$ cat src/rtl/ex_cq_pkg.sv
`default_nettype none
// ============================================================================
// Module   : ex_cq_pkg
// Purpose  : Shared types and constants for the in-order completion queue:
//            entry record, tag-width helper, operand query source indices.
// Revision : 1.0 - initial release
// ============================================================================
package ex_cq_pkg;

  // Field widths of the stored entry record; the queue's XLEN/REG_W/FLAG_W
  // parameters default to these and must not exceed them.
  localparam int CQ_XLEN   = 32;
  localparam int CQ_REG_W  = 5;
  localparam int CQ_FLAG_W = 5;

  // Operand query source indices
  localparam int Q_RS1 = 0;
  localparam int Q_RS2 = 1;
  localparam int Q_RS3 = 2;

  // Tag width for a queue of the given depth (at least one bit)
  function automatic int cq_tag_w(input int depth);
    return (depth > 1) ? $clog2(depth) : 1;
  endfunction

  // One in-flight operation
  typedef struct packed {
    logic                 valid;
    logic                 done;
    logic [CQ_REG_W-1:0]  rd;
    logic                 fp;
    logic [CQ_XLEN-1:0]   data;
    logic [CQ_FLAG_W-1:0] flags;
  } cq_entry_t;

endpackage
`default_nettype wire

$ cat src/rtl/ex_cq_match.sv
`default_nettype none
// ============================================================================
// Module   : ex_cq_match
// Purpose  : Youngest-match search for one operand query source. Walks the
//            entry ring from head (oldest) toward tail so the last hit found
//            is the youngest; returns it as a one-hot slot select.
// Revision : 1.0 - initial release
// ============================================================================
module ex_cq_match
  import ex_cq_pkg::*;
#(
  parameter int DEPTH = 4,
  parameter int REG_W = 5
) (
  input  logic [DEPTH-1:0]             valid_vec,
  input  logic [DEPTH-1:0]             fp_vec,
  input  logic [DEPTH*REG_W-1:0]       rd_flat,
  input  logic [cq_tag_w(DEPTH)-1:0]   head,
  input  logic [REG_W-1:0]             addr,
  input  logic                         fp,
  output logic [DEPTH-1:0]             sel
);

  localparam int TAG_W = cq_tag_w(DEPTH);

  logic [TAG_W-1:0] w_idx;

  // Oldest-to-youngest scan; later hits overwrite earlier ones. Integer x0 never matches.
  always_comb begin
    sel   = '0;
    w_idx = '0;
    if (fp || (addr != '0)) begin
      for (int k = 0; k < DEPTH; k++) begin
        w_idx = head + TAG_W'(k);
        if (valid_vec[w_idx] && (fp_vec[w_idx] == fp) &&
            (rd_flat[w_idx*REG_W +: REG_W] == addr)) begin
          sel        = '0;
          sel[w_idx] = 1'b1;
        end
      end
    end
  end

endmodule
`default_nettype wire

$ cat src/rtl/ex_completion_queue.sv
`default_nettype none
// ============================================================================
// Module   : ex_completion_queue
// Purpose  : In-order completion queue for variable-latency execute units.
//            Entries are allocated at issue, filled out of order by tag and
//            retired in program order. Answers operand hazard queries.
// Config   : EX_CQ_FWD_EN - when defined, completed in-flight results are
//            forwarded to queries instead of reported as hazards.
// Revision : 1.0 - initial release
// ============================================================================
module ex_completion_queue
  import ex_cq_pkg::*;
#(
  parameter int XLEN   = CQ_XLEN,
  parameter int REG_W  = CQ_REG_W,
  parameter int DEPTH  = 4,
  parameter int NQ     = 3,
  parameter int FLAG_W = CQ_FLAG_W
) (
  input  logic                         clk,
  input  logic                         rst_n,
  input  logic                         flush,
  input  logic                         issue_valid,
  output logic                         issue_ready,
  input  logic [REG_W-1:0]             issue_rd,
  input  logic                         issue_fp,
  output logic [cq_tag_w(DEPTH)-1:0]   issue_tag,
  input  logic                         res_valid,
  input  logic [cq_tag_w(DEPTH)-1:0]   res_tag,
  input  logic [XLEN-1:0]              res_data,
  input  logic [FLAG_W-1:0]            res_flags,
  output logic                         wb_valid,
  input  logic                         wb_ready,
  output logic [REG_W-1:0]             wb_rd,
  output logic                         wb_fp,
  output logic [XLEN-1:0]              wb_data,
  output logic [FLAG_W-1:0]            wb_flags,
  input  logic [NQ*REG_W-1:0]          q_addr,
  input  logic [NQ-1:0]                q_fp,
  output logic [NQ-1:0]                q_hazard,
  output logic [NQ-1:0]                q_fwd_valid,
  output logic [NQ*XLEN-1:0]           q_fwd_data,
  output logic                         tag_err
);

  localparam int TAG_W = cq_tag_w(DEPTH);
  localparam int CNT_W = TAG_W + 1;
  localparam logic [CNT_W-1:0] C_FULL = CNT_W'(DEPTH);

  cq_entry_t        r_slot [0:DEPTH-1];
  logic [TAG_W-1:0] r_head;
  logic [TAG_W-1:0] r_tail;
  logic [CNT_W-1:0] r_count;
  logic             r_tag_err;

  logic             w_issue;
  logic             w_retire;

  logic [DEPTH-1:0]       w_valid_vec;
  logic [DEPTH-1:0]       w_fp_vec;
  logic [DEPTH*REG_W-1:0] w_rd_flat;

  // Full/empty come from the registered count; a slot freed this cycle is not reusable until next
  assign issue_ready = (r_count != C_FULL);
  assign issue_tag   = r_tail;
  assign w_issue     = issue_valid && issue_ready;

  // Head presentation to writeback
  assign wb_valid = r_slot[r_head].valid && r_slot[r_head].done;
  assign wb_rd    = r_slot[r_head].rd;
  assign wb_fp    = r_slot[r_head].fp;
  assign wb_data  = r_slot[r_head].data;
  assign wb_flags = r_slot[r_head].flags;
  assign w_retire = wb_valid && wb_ready;

  assign tag_err  = r_tag_err;

  // Queue state: flush beats issue/result/retire; tag_err survives flush
  always_ff @(posedge clk) begin
    if (!rst_n) begin
      for (int j = 0; j < DEPTH; j++) r_slot[j] <= '0;
      r_head    <= '0;
      r_tail    <= '0;
      r_count   <= '0;
      r_tag_err <= 1'b0;
    end else if (flush) begin
      for (int j = 0; j < DEPTH; j++) r_slot[j] <= '0;
      r_head  <= '0;
      r_tail  <= '0;
      r_count <= '0;
    end else begin
      // Retiring slot is always done, result slot never done, issue slot never valid: all disjoint
      if (w_retire) begin
        r_slot[r_head] <= '0;
        r_head         <= r_head + 1'b1;
      end
      if (res_valid) begin
        if (r_slot[res_tag].valid && !r_slot[res_tag].done) begin
          r_slot[res_tag].data  <= res_data;
          r_slot[res_tag].flags <= res_flags;
          r_slot[res_tag].done  <= 1'b1;
        end else begin
          r_tag_err <= 1'b1;
        end
      end
      if (w_issue) begin
        r_slot[r_tail].valid <= 1'b1;
        r_slot[r_tail].done  <= 1'b0;
        r_slot[r_tail].rd    <= issue_rd;
        r_slot[r_tail].fp    <= issue_fp;
        r_slot[r_tail].data  <= '0;
        r_slot[r_tail].flags <= '0;
        r_tail               <= r_tail + 1'b1;
      end
      case ({w_issue, w_retire})
        2'b10:   r_count <= r_count + 1'b1;
        2'b01:   r_count <= r_count - 1'b1;
        default: r_count <= r_count;
      endcase
    end
  end

  // Per-slot field vectors for the match searchers
  for (genvar j = 0; j < DEPTH; j++) begin : g_flat
    assign w_valid_vec[j]               = r_slot[j].valid;
    assign w_fp_vec[j]                  = r_slot[j].fp;
    assign w_rd_flat[j*REG_W +: REG_W]  = r_slot[j].rd;
  end

  for (genvar i = 0; i < NQ; i++) begin : g_query
    logic [DEPTH-1:0] w_sel;

    ex_cq_match #(
      .DEPTH (DEPTH),
      .REG_W (REG_W)
    ) u_match (
      .valid_vec (w_valid_vec),
      .fp_vec    (w_fp_vec),
      .rd_flat   (w_rd_flat),
      .head      (r_head),
      .addr      (q_addr[i*REG_W +: REG_W]),
      .fp        (q_fp[i]),
      .sel       (w_sel)
    );

`ifdef EX_CQ_FWD_EN
    logic            w_pend;
    logic            w_rdy;
    logic [XLEN-1:0] w_fwd;

    // Youngest match: pending -> hazard, done -> forward its data
    always_comb begin
      w_pend = 1'b0;
      w_rdy  = 1'b0;
      w_fwd  = '0;
      for (int j = 0; j < DEPTH; j++) begin
        if (w_sel[j]) begin
          w_fwd = r_slot[j].data;
          if (r_slot[j].done) w_rdy  = 1'b1;
          else                w_pend = 1'b1;
        end
      end
    end

    assign q_hazard[i]                  = w_pend;
    assign q_fwd_valid[i]               = w_rdy;
    assign q_fwd_data[i*XLEN +: XLEN]   = w_fwd;
`else
    // Without forwarding any in-flight match stalls until it retires
    assign q_hazard[i] = |w_sel;
`endif
  end

`ifndef EX_CQ_FWD_EN
  assign q_fwd_valid = '0;
  assign q_fwd_data  = '0;
`endif

endmodule
`default_nettype wire

$ cat config.mk
export PLATFORM = sky130hd
export DESIGN_NAME = ex_completion_queue
export DESIGN_NICKNAME = d
export VERILOG_FILES = /design/src/rtl/ex_cq_pkg.sv /design/src/rtl/ex_cq_match.sv /design/src/rtl/ex_completion_queue.sv
export SDC_FILE = /design/constraint.sdc
export NUM_CORES = 1
export LEC_CHECK = 0
export CAP_MARGIN = 20
export CORE_MARGIN = 4
export CORE_UTILIZATION = 25
export CTS_CLUSTER_DIAMETER = 50
export DETAILED_ROUTE_END_ITERATION = 8
export PLACE_DENSITY = 0.5
export SLEW_MARGIN = 0
export SYNTH_ARGS = -nofsm -noshare
export SYNTH_HDL_FRONTEND = slang
export SYNTH_SLANG_ARGS = --single-unit
$ cat constraint.sdc
create_clock -name clk -period 4.4 [get_ports clk]
set_clock_uncertainty 0.05 [all_clocks]
set_input_delay 1.32 -clock clk [delete_from_list [all_inputs] [get_ports clk]]
set_output_delay 1.32 -clock clk [all_outputs]
set_load 0.01 [all_outputs]
==> results of run 1 <==
## synthesized netlist by cell type, types with 2 or more instances
library cell,instances
a211oi_1,4
a21o_1,4
a21oi_1,14
a21oi_2,2
a22o_1,149
a31oi_1,3
and2_1,4
and3_1,25
buf_1,15
buf_12,2
buf_2,27
buf_4,107
buf_6,4
buf_8,2
clkbuf_1,12
dfxtp_1,166
edfxtp_1,24
ha_1,13
inv_1,13
mux2_2,7
mux2i_1,37
mux2i_2,3
mux4_2,60
nand2_1,16
nand2b_1,6
nand3_1,7
nand4_1,10
nor2_1,15
nor2b_1,6
nor3_1,8
nor3b_1,2
nor4_1,7
o2111ai_1,3
o211ai_1,3
o21ai_0,6
o21ai_1,2
o22ai_1,9
o31a_1,2
or3_1,3
or4_1,5
xnor2_1,35
xor2_1,39
## worst min path at each step
stage                              from  depth (start not counted)  slack (ns)       endpoint
after CTS                  r_slot[1][0]                          1        0.43   r_slot[1][0]
final                     r_slot[2][33]                          1        0.42  r_slot[2][33]
after global routing      r_slot[1][13]                          1        0.43  r_slot[1][13]
after floorplan           r_slot[2][36]                          1        0.39  r_slot[2][36]
after global placement    r_slot[2][20]                          1        0.40  r_slot[2][20]
after detailed placement   r_slot[1][2]                          1        0.40   r_slot[1][2]
## worst max-delay path, stage by stage (launching register included)
cell and delay (ns):
dfxtp_2 0.35, inv_2 0.05, ha_4 0.27, buf_12 0.12, mux4_2 0.54, buf_6 0.15
xnor2_2 0.11, nand4_1 0.10, nor4_2 0.33, nand2_1 0.09, mux2_4 0.27, a31oi_2 0.11
buf_2 0.15
## flip-flops by register name (all words and copies together), names as in the netlist, named ones only
register,count
r_slot,180
r_count,3
issue_tag,2
r_head,2
tag_err,1
## layout make-up
cell class                 count  area share (%)
clock buffer                  17            3.25
clock inverter                15            1.56
sequential                   190            30.9
timing repair buffer         210            15.1
antenna                        1          0.0191
inverter                      14           0.420
multi-input combinational    629            43.7
tap                          532            5.08
## cells by family (layout without fill, tap and decap cells)
family	Yosys count	after routing
and+or+nand+nor	122	122
xor gates and xnor gates	74	74
other	1	100
adders and majority gates	14	14
AOI/OAI and AO/OA	211	211
DFF	190	190
buffers and inverters	183	256
muxes	109	109
## power breakdown
group / internal (mW) / switching (mW)
logic: 0.182 / 0.234
clock network: 0.875 / 0.749
registers: 1.77 / 0.0227
total: 2.82 / 1.01
## timing repair
item | in CTS | in global routing
buffers inserted | 5 | 3
hold buffers | 0 | 0
cloned | 1 | 0
resized for setup | 46 | 25
setup endpoints to repair | 3 | 3
pin swaps | 10 | 9
## through the flow
stage / cell area (µm²) / hold slack, ns / cells
2_1_floorplan: 10800 / 0.387 / 1002
3_3_place_gp: 12200 / 0.401 / 1568
3_5_place_dp: 12200 / 0.400 / 1568
4_1_cts: 13000 / 0.425 / 1606
5_1_grt: 13100 / 0.430 / 1607
6_report: 13100 / 0.423 / 1608
## routing by layer
metal | vias up | global-route usage [%] | part of all wire (%)
met2 | 212 | 22.2 | 48
met4 | 2 | 2.75 | 1.1
met3 | 18 | 3.44 | 6.3
li1 | 3547 | - | -
met5 | - | 0 | 0.042
met1 | 3763 | 18.2 | 45
==> impl_metrics.csv, run 1 <==
group,metric,value,unit
routing,wirelength,31200,µm
logic_synthesis,yosysWarnings,0,
logic_synthesis,synth_area_leaders,"dfxtp_1 32%, mux4_2 13%, a22o_1 13%",
power,vdd_drop_max,0.247,mV
layout,drive_gt1_share,22.8,%
clock_tree,clkTransAtPathRegs,0.07,ns
routing,ant_nets,0,
routing,drc,0,
floorplan,ios,219,
floorplan,rows,74,
logic_synthesis,synthSimpleGateAreaFrac,6.73,%
routing,dr.pass1.iters,5,
setup_path,r2r_end,"r_slot[1][24]",
global_routing,grt_pass1_vias,7583,
power,powerDensity,292,mW/mm²
logic_synthesis,synth_area_leader_cell,"dfxtp_1",
logic_synthesis,synthCells,904,
clock_tree,clockBufferDepth,2,
power,total_power,3.83,mW
sta,tns,-0.0215,ns
setup_path,path_class,"reg2out",
logic_synthesis,synth_top_family_by_area,"multiplexers",
global_routing,antenna_found_initial,1,
layout,nFillCells,4114,
sta,timing.final.crit_period,4.42,ns
layout,syn_to_final_growth,26.0,%
clock_tree,h-tree-depth,4,
clock_tree,cts_tree,"done",
logic_synthesis,synth_compound_area_share,16.7,%
logic_synthesis,yosysTopAreaCellShare,32.0,%
sta,post-route-period-util,100,%
placed_design,routabilityCongestion,0.885,
layout,mostFrequentLayoutCells,"162 x dfxtp_1, 149 x a22o_1, 100 x clkdlybuf4s50_1",
global_routing,grtUsageTotal,13.6,%
layout,seq_area,0.00405,mm²
layout,nets,1145,
setup_path,worstSetupStartpointType,"flip-flop",
routing,avgViaCountPerCell,4.69,
global_routing,grt_remaining_overflow,0,
logic_synthesis,synthAdderAreaFrac,1.76,%
sta,report.final.hold_viol_count,0,
setup_path,cp-end-kind,"output port",
floorplan,core_area,0.0409,mm²
layout,final_util,32.0,%
clock_tree,clk_latency,0.42,ns
logic_synthesis,ys.flop_type,"dfxtp_1",
setup_path,startpoint,"r_head[1]",
placed_design,place_ws,-0.624,ns
clock_tree,cts-root-buf,"clkbuf_16",
logic_synthesis,synth_edf_count,24,
placed_design,dpl.hpwl,21700,µm
floorplan,dieArea,0.0449,mm²
logic_synthesis,synthMuxAreaShare,18.0,%
floorplan,initial_utilization,25.4,%
global_routing,grt_max_degree,48,
logic_synthesis,synth-seq-area-share,38.9,%
power,p_leak,4.95,nW
clock_tree,clock_sinks,190,
setup_path,crit_end,"q_hazard[2]",
run,cap_viol_max_count,0,
placed_design,port-buffer-count,119,
logic_synthesis,avgSynthCellArea,11.5,µm²
setup_path,critPathArrivalTime,3.05,ns
status,failed_checks,"negative setup slack",
global_routing,grt_pass1_wl,47200,µm
logic_synthesis,netlist_area,0.0104,mm²
sta,rsz0062_at_grt,"yes",
clock_tree,cts_buffers,17,
min_path,holdCritPathClass,"reg2reg",
routing,wl_per_cell,19.4,µm
layout,final_common_cell,"dfxtp_1",
logic_synthesis,synth.distinct_cells,65,
logic_synthesis,synthArstFlopShare,0,%
sta,slew_violations,0,
floorplan,fp.dieW,212,µm
sta,setup_viol_count_final,1,
setup_path,r2r_slack,1.48,ns
sta,timing.final.ws_setup,-0.0215,ns
sta,tightest_slew,0.586,ns
routing,drtIter0Drc,446,
setup_path,crit_fanout,5,
sta,fmax,226,MHz
logic_synthesis,synth_xor_area_share,6.24,%
floorplan,chipHeight,212,µm
sta,relSlewSlack,60.9,%
status,status,"finished, violations left",
logic_synthesis,ys_ff_latch,190,
layout,multi_input_area,0.00572,mm²
routing,vias,7542,
setup_path,crit_required,3.03,ns
setup_path,worstRegToRegCells,8,
Power figures use the tool's default switching activity.
==> inputs of run 2 (changes only) <==
--- a/config.mk
+++ b/config.mk
@@ -7,10 +7,10 @@
 export LEC_CHECK = 0
 export CAP_MARGIN = 20
 export CORE_MARGIN = 4
-export CORE_UTILIZATION = 25
+export CORE_UTILIZATION = 47
 export CTS_CLUSTER_DIAMETER = 50
 export DETAILED_ROUTE_END_ITERATION = 8
-export PLACE_DENSITY = 0.5
+export PLACE_DENSITY = 0.8
 export SLEW_MARGIN = 0
 export SYNTH_ARGS = -nofsm -noshare
 export SYNTH_HDL_FRONTEND = slang
==> run 2 against run 1 <==
  * The flow still finishes with violations (negative setup slack)
  * Final cell count shrank 16%
  * Global-route usage grew 8.1 points
  * Critical path depth shrank 4
  * Count of clock-buffer cells in the layout grew 3
  * Hold slack lost 0.0010 ns
  * Utilization increased by 26 points
  * Final area down 3.6%
  * Non-clock buffer count down 7
  * Wire length decreased by 13%
  * Die area down 45%
  * Sequential cell count unchanged
  * First-iteration DRC count shrank 11%
  * Critical path type is now in2out
  * Critical endpoint unchanged
==> impl_metrics.csv, run 2 (same netlist as run 1, synthesis figures left out) <==
group,metric,value,unit
clock_tree,h-tree-depth,4,
sta,tightest_slew,1.04,ns
global_routing,antenna_found_initial,2,
setup_path,path_buf_inv,3,
clock_tree,cts_buffers,17,
power,vdd_drop_max,0.285,mV
sta,fmax,225,MHz
clock_tree,cts_tree,"done",
floorplan,dieArea,0.0246,mm²
setup_path,cpPeakStageDelay,0.34,ns
status,status,"finished, violations left",
setup_path,crit_family,"buffers and inverters",
routing,ant_nets,0,
layout,top_regs,"r_slot: 180 flops, r_count: 3 flops",
layout,multi_input_area,0.00572,mm²
layout,drive_gt1_share,21.8,%
min_path,hold_depth,1,
placed_design,routabilityCongestion,0.929,
setup_path,worstRegToRegCells,7,
setup_path,crit_fanout,6,
routing,wl_per_cell,20.1,µm
sta,post-route-period-util,101,%
layout,seq_area,0.00405,mm²
setup_path,cp_slowest_cell,"mux2_4",
layout,largest_reg_flops,180,
floorplan,rows,54,
global_routing,grt_remaining_overflow,0,
layout,final_util,58.0,%
min_path,holdCritPathClass,"reg2reg",
sta,timing.final.crit_period,4.44,ns
placed_design,place_area,0.0117,mm²
clock_tree,clockBufferDepth,2,
clock_tree,clock_sinks,190,
power,p_leak,4.86,nW
setup_path,r2r_end,"r_slot[2][28]",
layout,diodes,0,
global_routing,grtUsageTotal,21.6,%
clock_tree,clk_latency,0.43,ns
layout,fin_area,0.0126,mm²
setup_path,path_class,"in2out",
status,failed_checks,"negative setup slack",
placed_design,dpl.hpwl,18500,µm
floorplan,chipHeight,157,µm
routing,vias,7723,
setup_path,cp_common_cell,"buf_6",
sta,report.final.hold_viol_count,0,
clock_tree,cts_hold_buffers,0,
setup_path,worstSetupStartpointType,"input pin",
setup_path,r2r_slack,1.35,ns
layout,final_common_cell,"dfxtp_1",
floorplan,initial_utilization,47.8,%
routing,wirelength,27100,µm
routing,drc,0,
sta,relSlewSlack,30.2,%
setup_path,critPathArrivalTime,3.07,ns
sta,slew_violations,0,
floorplan,ios,219,
setup_path,crit_required,3.03,ns
layout,nets,1138,
sta,timing.final.ws_setup,-0.0388,ns
setup_path,cp_cell_sequence,"dlygate4sd2_1 > buf_6 > xnor2_1 > o41ai_2 > nand4b_1 > mux2_4 > a31oi_4 > buf_6",
layout,syn_to_final_growth,21.5,%
routing,avgViaCountPerCell,5.73,
floorplan,fp.dieW,157,µm
routing,drtIter0Drc,398,
layout,mostFrequentLayoutCells,"162 x dfxtp_1, 149 x a22o_1, 103 x clkdlybuf4s50_1",
global_routing,grt_max_degree,39,
layout,regMostFlops,"r_slot",
setup_path,cp-end-kind,"output port",
global_routing,grt_pass1_wl,41900,µm
clock_tree,clkTransAtPathRegs,0.07,ns
placed_design,port-buffer-count,119,
global_routing,grt_pass1_vias,7705,
min_path,hold_start,"r_slot[3][13]",
min_path,min_to,"r_slot[3][13]",
routing,dr.pass1.iters,5,
floorplan,core_area,0.0218,mm²
run,cap_viol_max_count,0,
sta,rsz0062_at_grt,"yes",
clock_tree,cts-root-buf,"clkbuf_16",
layout,nFillCells,1773,
power,powerDensity,291,mW/mm²
sta,setup_viol_count_final,2,
run 2: cell types whose count changed in the layout (fill, tap and decap cells not counted), sizes merged, moves of 3 or more:
| cell | change |
|---|---|
| clkinv | -3 |
| dlymetal6s2s | -3 |
| clkdlybuf4s50 | +3 |
| buf | -7 |
| inv | +3 |
| clkbuf | +3 |
run 2: timing repair:
action	in CTS	in global routing
setup buffers	13	0
endpoints found under the hold margin	0	0
pin swaps	18	11
endpoints found under the setup margin	3	3
cloned	1	0
gates resized for setup	59	7
run 2: worst max-delay path by stage:
| stage | depth (start not counted) | to | start |
|---|---|---|---|
| after floorplan | 13 | q_hazard[2] | r_head[0] |
| after global placement | 8 | q_hazard[2] | q_addr[13] |
| after detailed placement | 8 | q_hazard[2] | q_addr[13] |
| after CTS | 12 | q_hazard[2] | r_head[0] |
| after global routing | 13 | q_hazard[0] | r_head[0] |
| final | 8 | q_hazard[2] | q_addr[13] |
run 2: report_power, final:
group          switching (mW)  internal, mW  total (mW)
Combinational           0.224         0.177       0.401
Clock                   0.702         0.782        1.48
Sequential             0.0239          1.77        1.79
run 2: final cells by class:
cell class,count,area share [%]
Timing Repair Buffer,203,14.9
Clock inverter,12,0.912
Tap cell,280,2.78
Inverter,14,0.436
Clock buffer,20,3.62
Sequential cell,190,32.1
Multi-Input combinational cell,629,45.3
run 2: metrics by stage:
step / setup WS [ns] / total power, mW / setup TNS, ns / cells / hold slack [ns]
2_1_floorplan: 0.0116 / 2.10 / 0 / 1002 / 0.387
4_1_cts: -0.0793 / 3.69 / -0.131 / 1348 / 0.422
6_report: -0.0388 / 3.68 / -0.0743 / 1348 / 0.422
3_3_place_gp: -0.665 / 2.20 / -1.64 / 1302 / 0.401
3_5_place_dp: -0.712 / 2.21 / -1.74 / 1302 / 0.399
5_1_grt: -0.150 / 3.80 / -0.308 / 1348 / 0.432
run 2: layer usage:
metal,share of wire [%],global-route usage [%]
met2,49,36.0
met3,8.6,6.33
met4,2.1,7.19
met1,40,27.2
met5,0.099,0
==> inputs of run 3 (changes only) <==
--- a/config.mk
+++ b/config.mk
@@ -5,6 +5,7 @@
 export SDC_FILE = /design/constraint.sdc
 export NUM_CORES = 1
 export LEC_CHECK = 0
+export ABC_AREA = 0
 export CAP_MARGIN = 20
 export CORE_MARGIN = 4
 export CORE_UTILIZATION = 47
@@ -15,3 +16,4 @@
 export SYNTH_ARGS = -nofsm -noshare
 export SYNTH_HDL_FRONTEND = slang
 export SYNTH_SLANG_ARGS = --single-unit
+export TNS_END_PERCENT = 50
==> run 3 against run 2 <==
  * The run still ends with negative setup slack left
  * Maximum frequency decreased by 0.98%
  * Count of clock-buffer cells in the layout unchanged
  * Sequential power about the same
  * Register-to-register slack about the same
  * Total power decreased by 0.18%
  * Final area decreased by 0.27%
  * Wire length decreased by 0.44%
  * Utilization decreased by 0.16 points
  * Critical path depth unchanged
  * Via count decreased by 0.60%
  * Combinational power about the same
  * Global-route usage about the same
  * Critical path type unchanged
==> impl_metrics.csv, run 3 (same netlist as run 1, synthesis figures left out) <==
group,metric,value,unit
clock_tree,clockBufferDepth,2,
setup_path,worstSetupStartpointType,"input pin",
power,total_power,3.67,mW
global_routing,grt_pass1_vias,7696,
clock_tree,cts_buffers,17,
setup_path,path_buf_inv,3,
clock_tree,clk_latency,0.43,ns
floorplan,initial_utilization,47.8,%
sta,tns,-0.119,ns
routing,wl_met3,2290,µm
sta,slew_violations,0,
routing,drtIter0Drc,377,
layout,mostFrequentLayoutCells,"162 x dfxtp_1, 149 x a22o_1, 103 x clkdlybuf4s50_1",
routing,wl_met2,13300,µm
setup_path,crit_required,3.03,ns
placed_design,place_area,0.0117,mm²
run,cap_viol_max_count,0,
power,p_leak,4.85,nW
clock_tree,cts-root-buf,"clkbuf_16",
sta,timing.final.ws_setup,-0.0829,ns
clock_tree,clock_sinks,190,
setup_path,cp_slowest_cell,"mux2_4",
sta,tightest_slew,1.04,ns
sta,setup_viol_count_final,2,
routing,wl_met1,10900,µm
placed_design,port-buffer-count,119,
routing,dr.pass1.iters,5,
routing,vias,7677,
setup_path,crit_fanout,6,
floorplan,dieArea,0.0246,mm²
layout,top_regs,"r_slot: 180 flops, r_count: 3 flops",
global_routing,grt_pass1_wl,41900,µm
global_routing,grtUsageTotal,21.6,%
setup_path,critPathArrivalTime,3.11,ns
floorplan,core_area,0.0218,mm²
sta,post-route-period-util,102,%
placed_design,dpl.hpwl,18500,µm
routing,highest_layer,"met5",
status,failed_checks,"negative setup slack",
power,powerDensity,292,mW/mm²
clock_tree,h-tree-depth,4,
layout,diodes,0,
routing,ant_nets,0,
setup_path,crit_family,"buffers and inverters",
layout,syn_to_final_growth,21.2,%
sta,timing.final.crit_period,4.48,ns
routing,wirelength,27000,µm
power,vdd_drop_max,0.285,mV
layout,largest_reg_flops,180,
setup_path,cp_common_cell,"buf_6",
routing,drc,0,
layout,final_util,57.9,%
floorplan,chipHeight,157,µm
routing,wl_per_cell,20.1,µm
clock_tree,clkTransAtPathRegs,0.07,ns
sta,relSlewSlack,30.2,%
min_path,holdCritPathClass,"reg2reg",
global_routing,grt_remaining_overflow,0,
sta,fmax,223,MHz
sta,rsz0062_at_grt,"yes",
layout,nets,1136,
status,status,"finished, violations left",
sta,report.final.hold_viol_count,0,
floorplan,ios,219,
layout,drive_gt1_share,21.5,%
clock_tree,cts_hold_buffers,0,
setup_path,cpPeakStageDelay,0.35,ns
global_routing,grt_max_degree,39,
setup_path,cp-end-kind,"output port",
global_routing,antenna_found_initial,2,
routing,avgViaCountPerCell,5.70,
placed_design,routabilityCongestion,0.929,
floorplan,fp.dieW,157,µm
layout,fin_area,0.0126,mm²
floorplan,rows,54,
clock_tree,cts_tree,"done",
setup_path,cp_cell_sequence,"dlygate4sd2_1 > buf_6 > xnor2_1 > o41ai_2 > nand4b_1 > mux2_4 > a31oi_4 > buf_6",
layout,regMostFlops,"r_slot",
setup_path,path_class,"in2out",
layout,final_common_cell,"dfxtp_1",
-- run 3: cell count changes in the layout (fill, tap and decap cells not counted), sizes merged --
cell / previous run / this run
dlygate4sd2: 13 / 12
buf: 87 / 84
clkbuf: 20 / 21
dlymetal6s2s: 0 / 1
-- run 3: report_power, final --
part | total [mW] | internal, mW | leakage (nW) | switching, mW
Sequential | 1.79 | 1.77 | 1.61 | 0.0236
Clock | 1.48 | 0.782 | 0.286 | 0.698
Combinational | 0.398 | 0.176 | 2.96 | 0.223
-- run 3: what timing repair did --
item / CTS / global route
setup buffers: 11 / 0
pin swaps: 14 / 12
gates resized for setup: 55 / 6
cloned: 1 / 0
endpoints found under the setup margin: 3 / 3
-- run 3: per-layer routing --
| layer | track usage, % | up-vias |
|---|---|---|
| li1 | - | 3512 |
| met4 | 7.19 | 4 |
| met5 | 0 | - |
| met1 | 27.1 | 3778 |
| met2 | 35.9 | 338 |
| met3 | 6.33 | 45 |
-- run 3: final cells by class --
cell class	instances	area, µm²
repair buffers	201	1860
clock inverters	12	115
flip-flops and latches	190	4050
fillers	1776	9170
clock buffers	20	457
inverters	14	55.1
multi-input cells	629	5700
well taps	280	350
-- run 3: metrics by stage --
stage	instances	hold WS, ns	worst slack [ns]
floorplan	1002	0.387	0.0116
global placement	1302	0.401	-0.665
detailed placement	1302	0.399	-0.712
CTS	1346	0.422	-0.0793
global route	1346	0.432	-0.154
finish	1346	0.422	-0.0829
-- run 3: path summary, 6_finish.rpt --
| check | from | end | slack [ns] | cells past startpoint |
|---|---|---|---|---|
| hold reg to reg | r_slot[2][19] | r_slot[2][19] | 0.42 | 1 |
| setup / recovery | q_addr[13] | q_hazard[2] | -0.08 | 8 |
| setup reg to reg | flip-flop | r_slot[2][28] | 1.35 | 7 |
| hold / removal | r_slot[2][19] | r_slot[2][19] | 0.42 | 1 |
